===== src/rtl/rec_ctrl_pkg.sv =====
// Shared types for the recurrence controller: FSM states, strobe vector, size defaults.
package rec_ctrl_pkg;

    localparam int unsigned SIZE_DEF      = 4;
    localparam int unsigned MAX_ENTRY_DEF = 14;

    typedef enum logic [3:0] {
        IDLE,
        INIT,
        EVAL,
        PUSH,
        PUSH_ACK,
        CALC,
        CALC_ACK,
        CHECK,
        POP,
        RESUPD,
        FINISH
    } state_t;

    // Fixed bit order, MSB first: load_init, alu, updater, cal_res, poping, res_updater
    typedef struct packed {
        logic load_init;
        logic alu;
        logic updater;
        logic cal_res;
        logic poping;
        logic res_updater;
    } strobe_t;

endpackage


===== src/rtl/rec_ctrl_cnt.sv =====
// Saturating busy-cycle counter with synchronous clear and count enable.
module rec_ctrl_cnt #(
    parameter int unsigned CNT_W = 16
) (
    input  logic             clk,
    input  logic             rst,
    input  logic             clr,
    input  logic             en,
    output logic [CNT_W-1:0] count
);

    always_ff @(posedge clk or negedge rst) begin
        if (!rst) begin
            count <= '0;
        end else if (clr) begin
            count <= '0;
        end else if (en && (count != '1)) begin
            count <= count + CNT_W'(1);
        end
    end

endmodule


===== src/rtl/rec_ctrl.sv =====
// Sequencing FSM for the stack-based recurrence datapath (value[n] = 2*value[n-1] + 3*value[n-2]).
// Optional busy-cycle watchdog enabled by defining REC_CTRL_WATCHDOG_EN.
module rec_ctrl
    import rec_ctrl_pkg::*;
#(
    parameter int unsigned SIZE       = SIZE_DEF,
    parameter int unsigned MAX_ENTRY  = MAX_ENTRY_DEF,
    parameter int unsigned CNT_W      = 16,
    parameter int unsigned MAX_CYCLES = 4096
) (
    input  logic              clk,
    input  logic              rst,
    input  logic              start,
    input  logic [SIZE-1:0]   entry,
    output logic              ready,
    output logic [SIZE-1:0]   dp_entry,
    output logic              load_init,
    output logic              alu,
    output logic              updater,
    output logic              cal_res,
    output logic              poping,
    output logic              res_updater,
    input  logic              dp_updated,
    input  logic              dp_cal_update,
    input  logic              dp_backtrack,
    input  logic              dp_done,
    input  logic [2*SIZE-1:0] dp_result,
    output logic              out_valid,
    input  logic              out_ready,
    output logic [2*SIZE-1:0] result,
    output logic [CNT_W-1:0]  cycles,
    output logic              err
);

    if (MAX_CYCLES == 0 || MAX_ENTRY >= (1 << SIZE)) begin : g_cfg_check
        $error("rec_ctrl: illegal parameterisation");
    end

    state_t           state, state_nxt;
    strobe_t          strb;
    logic [CNT_W-1:0] count;
    logic             accept;
    logic             bad_entry;
    logic             busy;
    logic             timeout;

    assign accept    = (state == IDLE) && start;
    assign bad_entry = 32'(entry) > MAX_ENTRY;
    assign busy      = (state != IDLE) && (state != FINISH);
    assign ready     = (state == IDLE);

`ifdef REC_CTRL_WATCHDOG_EN
    assign timeout = busy && (count >= CNT_W'(MAX_CYCLES));
`else
    assign timeout = 1'b0;
`endif

    // Counter freezes on the timeout cycle so the reported count equals the limit
    rec_ctrl_cnt #(
        .CNT_W (CNT_W)
    ) u_cnt (
        .clk   (clk),
        .rst   (rst),
        .clr   (accept),
        .en    (busy && !timeout),
        .count (count)
    );

    always_ff @(posedge clk or negedge rst) begin
        if (!rst) begin
            state <= IDLE;
        end else begin
            state <= state_nxt;
        end
    end

    always_comb begin
        state_nxt = state;
        strb      = '0;
        unique case (state)
            IDLE:     if (start) state_nxt = bad_entry ? FINISH : INIT;
            INIT: begin
                strb.load_init = 1'b1;
                state_nxt      = EVAL;
            end
            EVAL: begin
                strb.alu = 1'b1;
                if (dp_done)           state_nxt = FINISH;
                else if (dp_backtrack) state_nxt = CALC;
                else                   state_nxt = PUSH;
            end
            PUSH: begin
                strb.updater = 1'b1;
                state_nxt    = PUSH_ACK;
            end
            PUSH_ACK: if (dp_updated) state_nxt = EVAL;
            CALC: begin
                strb.cal_res = 1'b1;
                state_nxt    = CALC_ACK;
            end
            CALC_ACK: if (dp_cal_update) state_nxt = CHECK;
            CHECK:    state_nxt = dp_done ? FINISH : POP;
            POP: begin
                strb.poping = 1'b1;
                state_nxt   = RESUPD;
            end
            RESUPD: begin
                strb.res_updater = 1'b1;
                state_nxt        = EVAL;
            end
            FINISH:   if (out_valid && out_ready) state_nxt = IDLE;
            default:  state_nxt = IDLE;
        endcase
        if (timeout) begin
            state_nxt = FINISH;
            strb      = '0;
        end
    end

    assign load_init   = strb.load_init;
    assign alu         = strb.alu;
    assign updater     = strb.updater;
    assign cal_res     = strb.cal_res;
    assign poping      = strb.poping;
    assign res_updater = strb.res_updater;

    // First FINISH cycle is the one with out_valid still low: capture there
    always_ff @(posedge clk or negedge rst) begin
        if (!rst) begin
            dp_entry  <= '0;
            result    <= '0;
            cycles    <= '0;
            err       <= 1'b0;
            out_valid <= 1'b0;
        end else begin
            if (accept) begin
                dp_entry <= entry;
                err      <= bad_entry;
            end
            if (timeout) begin
                err <= 1'b1;
            end
            if (state == FINISH) begin
                if (!out_valid) begin
                    result    <= err ? '0 : dp_result;
                    cycles    <= count;
                    out_valid <= 1'b1;
                end else if (out_ready) begin
                    out_valid <= 1'b0;
                end
            end
        end
    end

endmodule


===== config.mk =====
export PLATFORM = sky130hd
export DESIGN_NAME = rec_ctrl
export DESIGN_NICKNAME = d
export VERILOG_FILES = /design/src/rtl/rec_ctrl_pkg.sv /design/src/rtl/rec_ctrl_cnt.sv /design/src/rtl/rec_ctrl.sv
export SDC_FILE = /design/constraint.sdc
export NUM_CORES = 1
export LEC_CHECK = 0
export BUFFER_PORTS_ARGS = -buffer_cell sky130_fd_sc_hd__buf_4
export CELL_PAD_IN_SITES_DETAIL_PLACEMENT = 2
export CELL_PAD_IN_SITES_GLOBAL_PLACEMENT = 2
export CORE_MARGIN = 4
export CORE_UTILIZATION = 32
export CTS_CLUSTER_SIZE = 28
export DETAILED_ROUTE_END_ITERATION = 10
export PLACE_DENSITY_LB_ADDON = 0.2
export SLEW_MARGIN = 20
export SYNTH_ARGS = -nofsm -noshare
export SYNTH_HDL_FRONTEND = slang
export SYNTH_SLANG_ARGS = --single-unit

===== constraint.sdc =====
create_clock -name clk -period 2.1 [get_ports clk]
set_input_delay 0.42 -clock clk [delete_from_list [all_inputs] [get_ports clk]]
set_output_delay 0.42 -clock clk [all_outputs]
set_load 0.02 [all_outputs]

; Yosys cells after proc, flatten, opt, wreduce, memory -nomap -nowiden
; Index checks and enable logic that the tools add are counted.
[totals]
register_bits = 50
inputBits = 20
out_inout_bits = 37
elab_cells = 56
[op_classes]
add_sub_neg = 1
order_cmp = 1
eq_ne = 16
muxes = 20
n_bitwise = 1
reduce_logical = 10
[op_table]
columns = operator, n
row1 = one-hot mux 4 bit (10 select lines), 1
row2 = two-way mux 16 bit, 2
row3 = two-way mux 4 bit, 6
row4 = "adder 16 x 1 -> 16 bit, second input constant", 1
row5 = "== test 4 x 3 -> 1 bit, second input constant", 4
row6 = "inequality test 16 bit, second input constant", 1
row7 = "== test 4 bit, second input constant", 3
row8 = "== test 4 x 2 -> 1 bit, second input constant", 2
row9 = two-way mux 1 bit, 8
row10 = two-way mux 8 bit, 1
row11 = "inequality test 2 bit, second input constant", 4
row12 = "== test 4 x 1 -> 1 bit, second input constant", 1
row13 = "greater-than comparator 4 bit, second input constant", 1
row14 = logical AND 1 bit, 4
row15 = zero test 4 bit, 1
row16 = "inequality test 4 bit, second input constant", 1
row17 = AND reduction 4 bit, 1
row18 = nonzero test 4 bit, 1
row19 = two-way mux 3 bit, 1
row20 = two-way mux 2 bit, 1
row21 = AND reduction 2 bit, 1
row22 = nonzero test 2 bit, 1
row23 = OR reduction 2 bit, 1
row24 = NOT 1 bit, 1

; Logic depth before layout (Yosys ltp)
; Gate-level depths: netlist of the first run.
[logic_depth]
word_depth = 5
mapped_depth = 6
ltp_nobuf = 5

; By module
; From an unflattened synthesis of the first run, not the netlist that was laid out.
[hier_totals]
cells_unflattened = 277
area_unflattened_um2 = 2576.2
[by_module_without_submodules]
columns = mod, n_inst, cells_per_inst, area_per_inst_um2
row1 = rec_ctrl, 1, 179, 1634.1
row2 = rec_ctrl_cnt, 1, 98, 942.2

; Worst setup path before layout of the first run
; Ideal clock, no wire load.
[synth_path]
kind = register to register
startpoint = reg state[1]
endpoint = reg dp_entry[3]
setup_time_ns = 0.125
t_arrival_ns = 2.162
required_time_ns = 1.975
path_slack_ns = -0.187
stages_incl_launch_ff = 6
n_path_buf = 2
period_less_slack_ns = 2.287
cell_sequence = dfrtp_1 > buf_6 > nor4_1 > nand2_1 > clkbuf_1 > mux2_2
[synth_via]
elab_chain_len = 2
[synth_rtl]
columns = item, line_no
row1 = from (decl), rec_ctrl.sv:39  ; state_t state, state_nxt;
row2 = from (signal assigned), rec_ctrl.sv:73  ; state <= state_nxt;
row3 = zero test 4 bit, -
row4 = net ready, rec_ctrl.sv:15  ; output logic ready,
row5 = logical AND 1 bit, rec_ctrl.sv:47  ; assign accept = (state == IDLE) && start;
row6 = to (signal assigned), rec_ctrl.sv:137  ; dp_entry <= entry;
row7 = to (decl), rec_ctrl.sv:16  ; output logic [SIZE-1:0] dp_entry,
; The timed path passes the listed nets, and every way through them passes these cells.
; A chain may end at the register's enable or synchronous reset.

; Worst setup path in the final report of the first run
[layout_path]
startpoint = reg state[1]
endpoint = out cal_res
[layout_via]
elab_chain_len = 2
[layout_rtl]
columns = item, line_no
row1 = == test 4 x 3 -> 1 bit, rec_ctrl.sv:80  ; unique case (state)
row2 = two-way mux 1 bit, rec_ctrl.sv:80
row3 = to (decl), rec_ctrl.sv:20  ; output logic cal_res,
; Every way passes these cells.

==> flow_summary.toml, run 1 <==
[timing]
fin_crit_ps = 1929
max_slew_margin_pct = 56.52
worst_slew_pin_slew_ps = 652.2
max_freq_ghz = 0.5183
fin_crit_sh_pct = 91.88
setup_viol_count_final = 0
finalSetupTns_ps = 0
clock_skew_ps = 11.87
hold_violations = 0
rsz0062_at_grt = "false"
slew_violations = 0

[clocking]
clk_path_buf_depth = 2
cts_buffers = 5
cts.clk_slew.worst_paths_ps = 100
cts_setup_buffers = 0
cts_root_buf = "clkbuf_8"
cts_resized = 0
htree_levels = 2
cts_tree = "built"
cts_num_sinks = 50
cts_hold_buf = 0
clk_latency_ps = 310

[die]
rows = 31
io_pins = 57
core_um2 = 7408
initial_core_util_pct = 33.79
dieArea_um2 = 9303
die_y_um = 96.45
dieWidth_um = 96.45

[global_routing]
grt_overflow = 0
grt_max_degree = 51
grt_pass1_wl_um = 11970
grt_use_total_pct = 16.60
grt_pass1_vias = 2336
antenna_found_initial = 0

[min_path]
hold_class = "input port to asynchronous set/reset pin"

[setup_path]
crit_start = "state[1]$_DFFE_PN0P_"
crit_path_end_kind = "primary output"
arrival_ps = 1510
cp.buffers_inverters = 2
r2r_setup_slack_ps = 210
critPathMaxFanout = 17
worstSetupPathType = "flop to primary output"
crit_cells = 4
cp_slowest_stage_delay_ps = 420
rr_endpoint = "u_cnt.count[12]$_DFFE_PN0P_"
critical_path.top_delay_family = "flip-flops"
reg2reg_depth = 4
critPathLaunchType = "flop"
crit_required_ps = 1680
endpoint = "cal_res"
crit_top_cell = "buf_4"
cpMaxStageDelayCell = "dfrtp_1"
r2r_start = "u_cnt.count[4]$_DFFE_PN0P_"
path_cells = "buf_4 > nand2b_1 > nor3b_1 > buf_4"

[synth]
synthFlopType = "dfrtp_1"
yosysWarnings = 0
ys_seq_area_share_pct = 49.98
synth_cells = 276
synth.avg_cell_area_um2 = 9.071
yosys-top-cells-area = "dfrtp_1, nand2_1, mux2i_1, o21ai_0, nand3b_1"
ys_types = 44
synth_area_um2 = 2504
synth.top_cell.area_share_pct = 49.98
synth_edf_count = 0
synth_common_cells = "nand2_1, dfrtp_1, clkbuf_1, o21ai_0, a21oi_1"
synth_top_cell_by_area = "dfrtp_1"
async_reset_ff_share_pct = 100.0
synth_nets = 297
synth-seq-cells = 50
synth_most_common_cell = "nand2_1"

[pwr]
power.static_leakage_uw = 0.001504
p_per_area_nw_per_um2 = 1245
switching_share_pct = 40.73
p_clk_share_pct = 17.4
internal_power_uw = 2338
switchingPower_uw = 1606
irDropWorstVdd_mv = 0.5058
power_frac_comb_pct = 47.5
p_seq_share_pct = 35.1
p_total_uw = 3944

[placed_design]
gp_congestion = 0.7702
dp_cells = 426
dp_hpwl_um = 5173
portBuffers = 56

[detailed_routing]
vias_per_cell = 5.196
route.vias.total = 2255
route.detailed.wl_per_inst_um = 16.63
drc = 0
drtIter0Drc = 60
drt_pass1_iterations = 4
postRouteAntennaNets = 0
wirelength_um = 7219

[flow_run]
drv_cap = 0

[layout]
diodes = 0
instances_no_fill = 434
syn_to_final_growth_pct = 26.54
drive_gt1_share_pct = 24.18
nets = 355

[status]
status = "completed"
-- worst min path at each step --
| stage | slack [ps] | end | startpoint |
|---|---|---|---|
| after global placement | 450 | result[7]$_DFFE_PN0P_ | result[7]$_DFFE_PN0P_ |
| after CTS | 150 | result[3]$_DFFE_PN0P_ | rst |
| after floorplan | 120 | cycles[0]$_DFFE_PN0P_ | rst |
| after global routing | 160 | result[4]$_DFFE_PN0P_ | rst |
| after detailed placement | 460 | result[5]$_DFFE_PN0P_ | result[5]$_DFFE_PN0P_ |
| final | 140 | cycles[7]$_DFFE_PN0P_ | rst |
-- cell type report --
class / count / area, um2
flip-flops and latches: 50 / 1251
multi-input cells: 206 / 1172
well taps: 99 / 123.9
fillers: 808 / 4240
clock inverters: 2 / 37.54
inverters: 6 / 22.52
repair buffers: 65 / 488.0
clock buffers: 6 / 72.57
-- per-layer routing --
layer	global-route usage, %	up-vias	part of all wire (%)
met5	0	-	0
met4	4.556	0	0.84
met3	3.408	5	5.5
met2	26.38	52	45
met1	22.99	1123	48
li1	-	1075	-
-- cell families after synthesis --
logic type | after synthesis | share of synthesized area [%]
simple gates | 150 | 29.74
fa+ha+maj | 1 | 0.4997
buf+inv | 20 | 3.448
flops | 50 | 49.98
compound gates | 39 | 9.846
xor+xnor | 3 | 1.050
mux | 13 | 5.447
-- state kept, by name (all words and copies together), names as in the netlist --
register / flops
state: 4
u_cnt.count: 16
err: 1
out_valid: 1
cycles: 16
result: 8
dp_entry: 4
-- power groups by stage --
stage | Clock [uW] | Sequential, uW | Combinational (uW)
floorplan | 0 | 1590 | 970
global placement | 0 | 1390 | 1830
detailed placement | 0 | 1410 | 1900
CTS | 714 | 1390 | 1910
global route | 767 | 1430 | 2080
finish | 686 | 1390 | 1870
-- worst register-to-register path, delay by kind of cell (launching register included) --
family	cells	cell delay (ps)
AOI/OAI and AO/OA	2	660
DFF	1	450
and+or+nand+nor	2	710
-- placed cells by master, fill, tap and decap left out, types with 2 or more instances in the layout --
cell,netlist,final
a211oi_1,2,2
a21oi_1,11,11
and2_1,2,2
and3_1,2,2
and4_1,4,4
buf_4,1,65
clkbuf_8,0,5
dfrtp_1,50,50
inv_1,6,6
mux2_2,5,5
mux2i_1,8,8
nand2_1,82,82
nand2b_1,6,6
nand3_1,6,6
nand3b_1,8,8
nand4_1,4,4
nor2_1,6,6
nor2b_1,3,3
nor3_1,8,8
nor3b_1,2,2
nor4_1,3,2
o21ai_0,12,12
o31ai_1,4,4
or3_1,3,3
or4_1,6,6
xor2_1,2,2
-- stage by stage --
stage               utilization (%)  setup slack, ps  hold WS, ps  instance area [um2]
floorplan                         -            139.4        124.4                 2510
global placement              41.28            287.5        450.1                 3058
detailed placement            41.28            231.2        459.4                 3058
CTS                           42.76            132.9        153.7                 3168
global route                  42.76            24.02        157.4                 3168
finish                        42.76            170.6        135.5                 3168
(Power assumes the default switching activity.)
==> run 2: changes to the inputs <==
--- a/config.mk
+++ b/config.mk
@@ -5,15 +5,17 @@
 export SDC_FILE = /design/constraint.sdc
 export NUM_CORES = 1
 export LEC_CHECK = 0
+export ABC_AREA = 1
 export BUFFER_PORTS_ARGS = -buffer_cell sky130_fd_sc_hd__buf_4
 export CELL_PAD_IN_SITES_DETAIL_PLACEMENT = 2
 export CELL_PAD_IN_SITES_GLOBAL_PLACEMENT = 2
 export CORE_MARGIN = 4
-export CORE_UTILIZATION = 32
+export CORE_UTILIZATION = 30
 export CTS_CLUSTER_SIZE = 28
 export DETAILED_ROUTE_END_ITERATION = 10
 export PLACE_DENSITY_LB_ADDON = 0.2
 export SLEW_MARGIN = 20
 export SYNTH_ARGS = -nofsm -noshare
 export SYNTH_HDL_FRONTEND = slang
+export SYNTH_HIERARCHICAL = 1
 export SYNTH_SLANG_ARGS = --single-unit
==> run 2 against run 1 <==
  * Via count up 10%
  * Sequential power about the same
  * Total power down 8.0%
  * Wire length up 9.7%
  * Area after synthesis up 4.4%
  * Clock power down 13%
  * Register-to-register slack better by 80 ps
  * Worst hold slack worse by 24 ps
  * Maximum frequency up 1.3%
  * Sequential cell count unchanged
  * Worst setup slack better by 24 ps
  * Critical path depth unchanged
==> flow_summary.toml, run 2 <==
[die]
initial_core_util_pct = 31.34
core_um2 = 8341
die_y_um = 101.3
rows = 33
dieArea_um2 = 10270
dieWidth_um = 101.3
io_pins = 57

[setup_path]
worstSetupPathType = "flop to primary output"
critPathMaxFanout = 7
crit_path_end_kind = "primary output"
arrival_ps = 1490
critPathLaunchType = "flop"
crit_required_ps = 1680

[detailed_routing]
drc = 0
vias_per_cell = 4.816
route.vias.total = 2490
route.detailed.wl_per_inst_um = 15.32
wirelength_um = 7922
drtIter0Drc = 51
postRouteAntennaNets = 0
drt_pass1_iterations = 4

[synth]
ys_seq_area_share_pct = 47.87
synth_top_cell_by_area = "dfrtp_1"
async_reset_ff_share_pct = 100.0
synth.avg_cell_area_um2 = 7.447
yosys-top-cells-area = "dfrtp_1, nand2_1, nor2_1, inv_1, nand3_1"
synth_edf_count = 0
synth.top_cell.area_share_pct = 47.87
synth_area_um2 = 2614
synthFlopType = "dfrtp_1"
synth_cells = 351
yosysWarnings = 6
synth_nets = 372
synth_most_common_cell = "nand2_1"
ys_types = 28
synth_common_cells = "nand2_1, dfrtp_1, nor2_1"
synth-seq-cells = 50

[pwr]
irDropWorstVdd_mv = 0.3674
p_per_area_nw_per_um2 = 1122
power_frac_comb_pct = 46.2
switchingPower_uw = 1629
power.static_leakage_uw = 0.001773
switching_share_pct = 44.88
p_seq_share_pct = 37.4
internal_power_uw = 2000
p_clk_share_pct = 16.4

[global_routing]
antenna_found_initial = 0
grt_use_total_pct = 16.46
grt_pass1_vias = 2817
grt_pass1_wl_um = 13590
grt_overflow = 0
grt_max_degree = 51

[timing]
max_slew_margin_pct = 54.61
setup_viol_count_final = 0
rsz0062_at_grt = "false"
hold_violations = 0
fin_crit_ps = 1905
finalSetupTns_ps = 0
slew_violations = 0
worst_slew_pin_slew_ps = 680.9
clock_skew_ps = 9.437
max_freq_ghz = 0.5249
fin_crit_sh_pct = 90.72

[placed_design]
dp_hpwl_um = 6065
gp_congestion = 0.7752
portBuffers = 56

[clocking]
clk_latency_ps = 320
clk_path_buf_depth = 2
cts.clk_slew.worst_paths_ps = 100
cts_tree = "built"
cts_buffers = 5
cts_root_buf = "clkbuf_8"
htree_levels = 2
cts_hold_buf = 0
cts_num_sinks = 50
cts_setup_buffers = 0

[layout]
final_common_cell = "nand2_1"
syn_to_final_growth_pct = 23.70
drive_gt1_share_pct = 21.36
top_regs = "cycles: 16 flops, u_cnt/count: 16 flops, result: 8 flops"
nets = 432
final_cell_mix = "nand2_1, buf_4, dfrtp_1, nor2_1, inv_1"
diodes = 0
fillers = 1005
final_core_util_pct = 38.76

[min_path]
hold_class = "input port to asynchronous set/reset pin"

[status]
status = "completed"

[flow_run]
drv_cap = 0
[run 2: changes by cell type in the layout (fill, tap and decap cells not counted), sizes merged, moves of 5 or more]
cell / before / now
nand2: 82 / 167
nor2: 6 / 37
inv: 6 / 30
nand3: 6 / 19
a21oi: 11 / 2
mux2i: 8 / 0
nand2b: 6 / 0
nand3b: 8 / 2
nor3: 8 / 2
or4: 6 / 0
buf: 65 / 60
mux2: 5 / 0
nand4: 4 / 9
[run 2: logic make-up (layout without fill, tap and decap cells)]
group | count (synthesis) | in the layout | synth area share (%)
AO/OA/AOI/OAI | 20 | 20 | 4.452
AND/OR/NAND/NOR | 237 | 237 | 38.87
XOR/XNOR | 5 | 5 | 1.676
adder cells (fa/ha/maj) | 1 | 1 | 0.4786
buffers and inverters | 38 | 99 | 6.654
flip-flops | 50 | 50 | 47.87
[run 2: repair_timing]
item | in CTS | in global routing
hold endpoints to repair | 0 | 0
gates resized for setup | 0 | 1
setup endpoints to repair | 0 | 1
[run 2: worst paths after layout]
kind                                              start  cells past startpoint                          to  slack, ps
worst max-delay path               state[0]$_DFFE_PN0P_                      4                       ready        190
worst min-delay path                                rst                      1       out_valid$_DFFE_PN0N_        110
worst max register to register     state[0]$_DFFE_PN0P_                      9  u_cnt/count[8]$_DFFE_PN0P_        290
worst min register to register  dp_entry[1]$_DFFE_PN0P_                      2     dp_entry[1]$_DFFE_PN0P_        490
max in group asynchronous                           rst                      1  u_cnt/count[9]$_DFFE_PN0P_       1510
min in group clk                               entry[3]                      3     dp_entry[3]$_DFFE_PN0P_        320
[run 2: critical path, stage by stage (launching register included)]
cell and delay (ps):
dfrtp_1 470, nor2_1 230, nand2_1 160, inv_1 150, buf_4 160
[run 2: area by class of cell]
type	count	area, um2	share of cell area (%)
clock inverter	3	21.27	0.6579
timing repair buffer	60	450.4	13.93
inverter	31	118.9	3.676
clock buffer	5	68.82	2.128
tap	105	131.4	4.063
multi-input combinational	263	1191	36.84
sequential	50	1251	38.70
[run 2: stage by stage]
step	power, uW	cell area (um2)	setup slack, ps	cells	hold WS, ps
after floorplan	2444	2614	446.4	351	124.4
after global placement	3012	3141	409.5	509	457.4
after detailed placement	3094	3141	279.2	509	470.7
after CTS	3700	3231	116.0	517	159.0
after global routing	3936	3233	30.00	517	171.1
final	3629	3233	194.9	517	111.4
[run 2: metal layers]
metal,part of all wire (%),vias up,track usage (%),wire length (um)
met5,0,-,0,0
met4,1.4,0,3.783,114
met3,3.5,10,2.961,276
met2,50,40,28.92,3974
met1,45,1236,21.01,3555
li1,-,1204,-,-
[run 2: power groups by stage]
stage	Sequential (uW)	Combinational (uW)	Clock, uW
floorplan	1530	918	0
global placement	1370	1640	0
detailed placement	1380	1710	0
CTS	1360	1720	618
global route	1400	1880	659
finish	1360	1680	595
==> run 3: changes to the inputs <==
--- a/config.mk
+++ b/config.mk
@@ -9,6 +9,7 @@
 export BUFFER_PORTS_ARGS = -buffer_cell sky130_fd_sc_hd__buf_4
 export CELL_PAD_IN_SITES_DETAIL_PLACEMENT = 2
 export CELL_PAD_IN_SITES_GLOBAL_PLACEMENT = 2
+export CORE_ASPECT_RATIO = 1.2
 export CORE_MARGIN = 4
 export CORE_UTILIZATION = 30
 export CTS_CLUSTER_SIZE = 28
==> run 3 against run 2 <==
  * Die area barely moved
  * Maximum frequency is 0.25% higher
  * Worst setup slack improved by 4.7 ps
  * Largest power group unchanged
==> flow_summary.toml, run 3 (same netlist as run 2, synthesis figures left out) <==
[detailed_routing]
wirelength_um = 7741
vias_per_cell = 4.694
drt_pass1_iterations = 4
route.vias.total = 2488
drc = 0
postRouteAntennaNets = 0
route.detailed.wl_per_inst_um = 14.61
drtIter0Drc = 78

[timing]
setup_viol_count_final = 0
fin_crit_ps = 1900
max_freq_ghz = 0.5262
worst_slew_pin_slew_ps = 652.5
max_slew_margin_pct = 56.50
hold_violations = 0
clock_skew_ps = 13.11
slew_violations = 0
finalSetupTns_ps = 0
fin_crit_sh_pct = 90.49
rsz0062_at_grt = "false"

[layout]
fillers = 1059
drive_gt1_share_pct = 21.31
syn_to_final_growth_pct = 24.60
final_common_cell = "nand2_1"
fin_area_um2 = 3257
diodes = 0
nets = 433
top_regs = "cycles: 16 flops, u_cnt/count: 16 flops, result: 8 flops"
final_cell_mix = "nand2_1, buf_4, dfrtp_1, nor2_1, inv_1"

[placed_design]
portBuffers = 56
place_area_um2 = 3163
gp_congestion = 0.8290
dp_hpwl_um = 5995

[pwr]
p_per_area_nw_per_um2 = 1118
irDropWorstVdd_mv = 0.2966
power.static_leakage_uw = 0.001779
p_total_uw = 3643

[clocking]
clk_latency_ps = 310
cts_resized = 0
cts_buffers = 5
cts_setup_buffers = 0
cts_hold_buf = 0
cts_num_sinks = 50
clk_path_buf_depth = 2
htree_levels = 2
cts_root_buf = "clkbuf_8"
cts.clk_slew.worst_paths_ps = 110
cts_tree = "built"

[flow_run]
drv_cap = 0

[setup_path]
critPathLaunchType = "flop"
crit_required_ps = 1680
cpMaxStageDelayCell = "dfrtp_1"
worstSetupPathType = "flop to primary output"
crit_path_end_kind = "primary output"
path_cells = "nor2_2 > inv_1 > nor2_1 > buf_4"
arrival_ps = 1480
critPathMaxFanout = 5
cp_slowest_stage_delay_ps = 440

[die]
die_y_um = 110.3
dieArea_um2 = 10280
dieWidth_um = 93.21
io_pins = 57
core_um2 = 8518
rows = 37
initial_core_util_pct = 30.68

[global_routing]
grt_max_degree = 51
antenna_found_initial = 0
grt_pass1_wl_um = 13410
grt_use_total_pct = 16.34
grt_pass1_vias = 2776
grt_overflow = 0

[status]
status = "completed"

[min_path]
hold_class = "input port to asynchronous set/reset pin"
[run 3: report_power, final]
| part | leakage (uW) | switching, uW | internal (uW) |
|---|---|---|---|
| registers | 0.000652 | 186 | 1180 |
| logic | 0.00108 | 1090 | 592 |
| clock network | 0.0000447 | 357 | 241 |
[run 3: final cells by class]
class | count | area, um2 | share of cell area, %
tap | 117 | 146.4 | 4.495
inverter | 31 | 118.9 | 3.650
multi-input combinational | 263 | 1189 | 36.50
sequential | 50 | 1251 | 38.42
clock inverter | 3 | 25.02 | 0.7683
timing repair buffer | 61 | 457.9 | 14.06
clock buffer | 5 | 68.82 | 2.113
[run 3: metal layers]
metal / part of all wire (%) / vias up / GRT usage [%]
met2: 54 / 37 / 31.39
met1: 42 / 1236 / 18.92
met5: 0 / - / 0
met3: 3.6 / 4 / 3.055
met4: 0.74 / 0 / 3.141
li1: - / 1211 / -
[run 3: final timing paths]
path | startpoint | end | slack [ps] | cells after the start
max in group asynchronous | rst | u_cnt/count[7]$_DFFE_PN0P_ | 1530 | 1
worst max-delay path | state[3]$_DFFE_PN0P_ | alu | 200 | 4
min in group clk | entry[0] | dp_entry[0]$_DFFE_PN0P_ | 330 | 3
worst min-delay path | rst | cycles[3]$_DFFE_PN0P_ | 130 | 1
worst min register to register | dp_entry[0]$_DFFE_PN0P_ | dp_entry[0]$_DFFE_PN0P_ | 490 | 2
worst max register to register | state[0]$_DFFE_PN0P_ | u_cnt/count[0]$_DFFE_PN0P_ | 350 | 9
[run 3: stage by stage]
step / util, % / hold WS (ps) / setup WS [ps] / cells
after global routing: 38.23 / 182.4 / 59.75 / 530
after global placement: 37.13 / 458.4 / 365.7 / 522
after detailed placement: 37.13 / 470.8 / 327.7 / 522
after floorplan: - / 124.4 / 446.4 / 351
after CTS: 38.23 / 161.0 / 157.0 / 530
final: 38.23 / 132.6 / 199.6 / 530
[run 3: worst max-delay path, delay by kind of cell, from the launching register on]
kind | cells | cell delay [ps]
flops | 1 | 440
simple gates | 2 | 460
buf+inv | 2 | 290
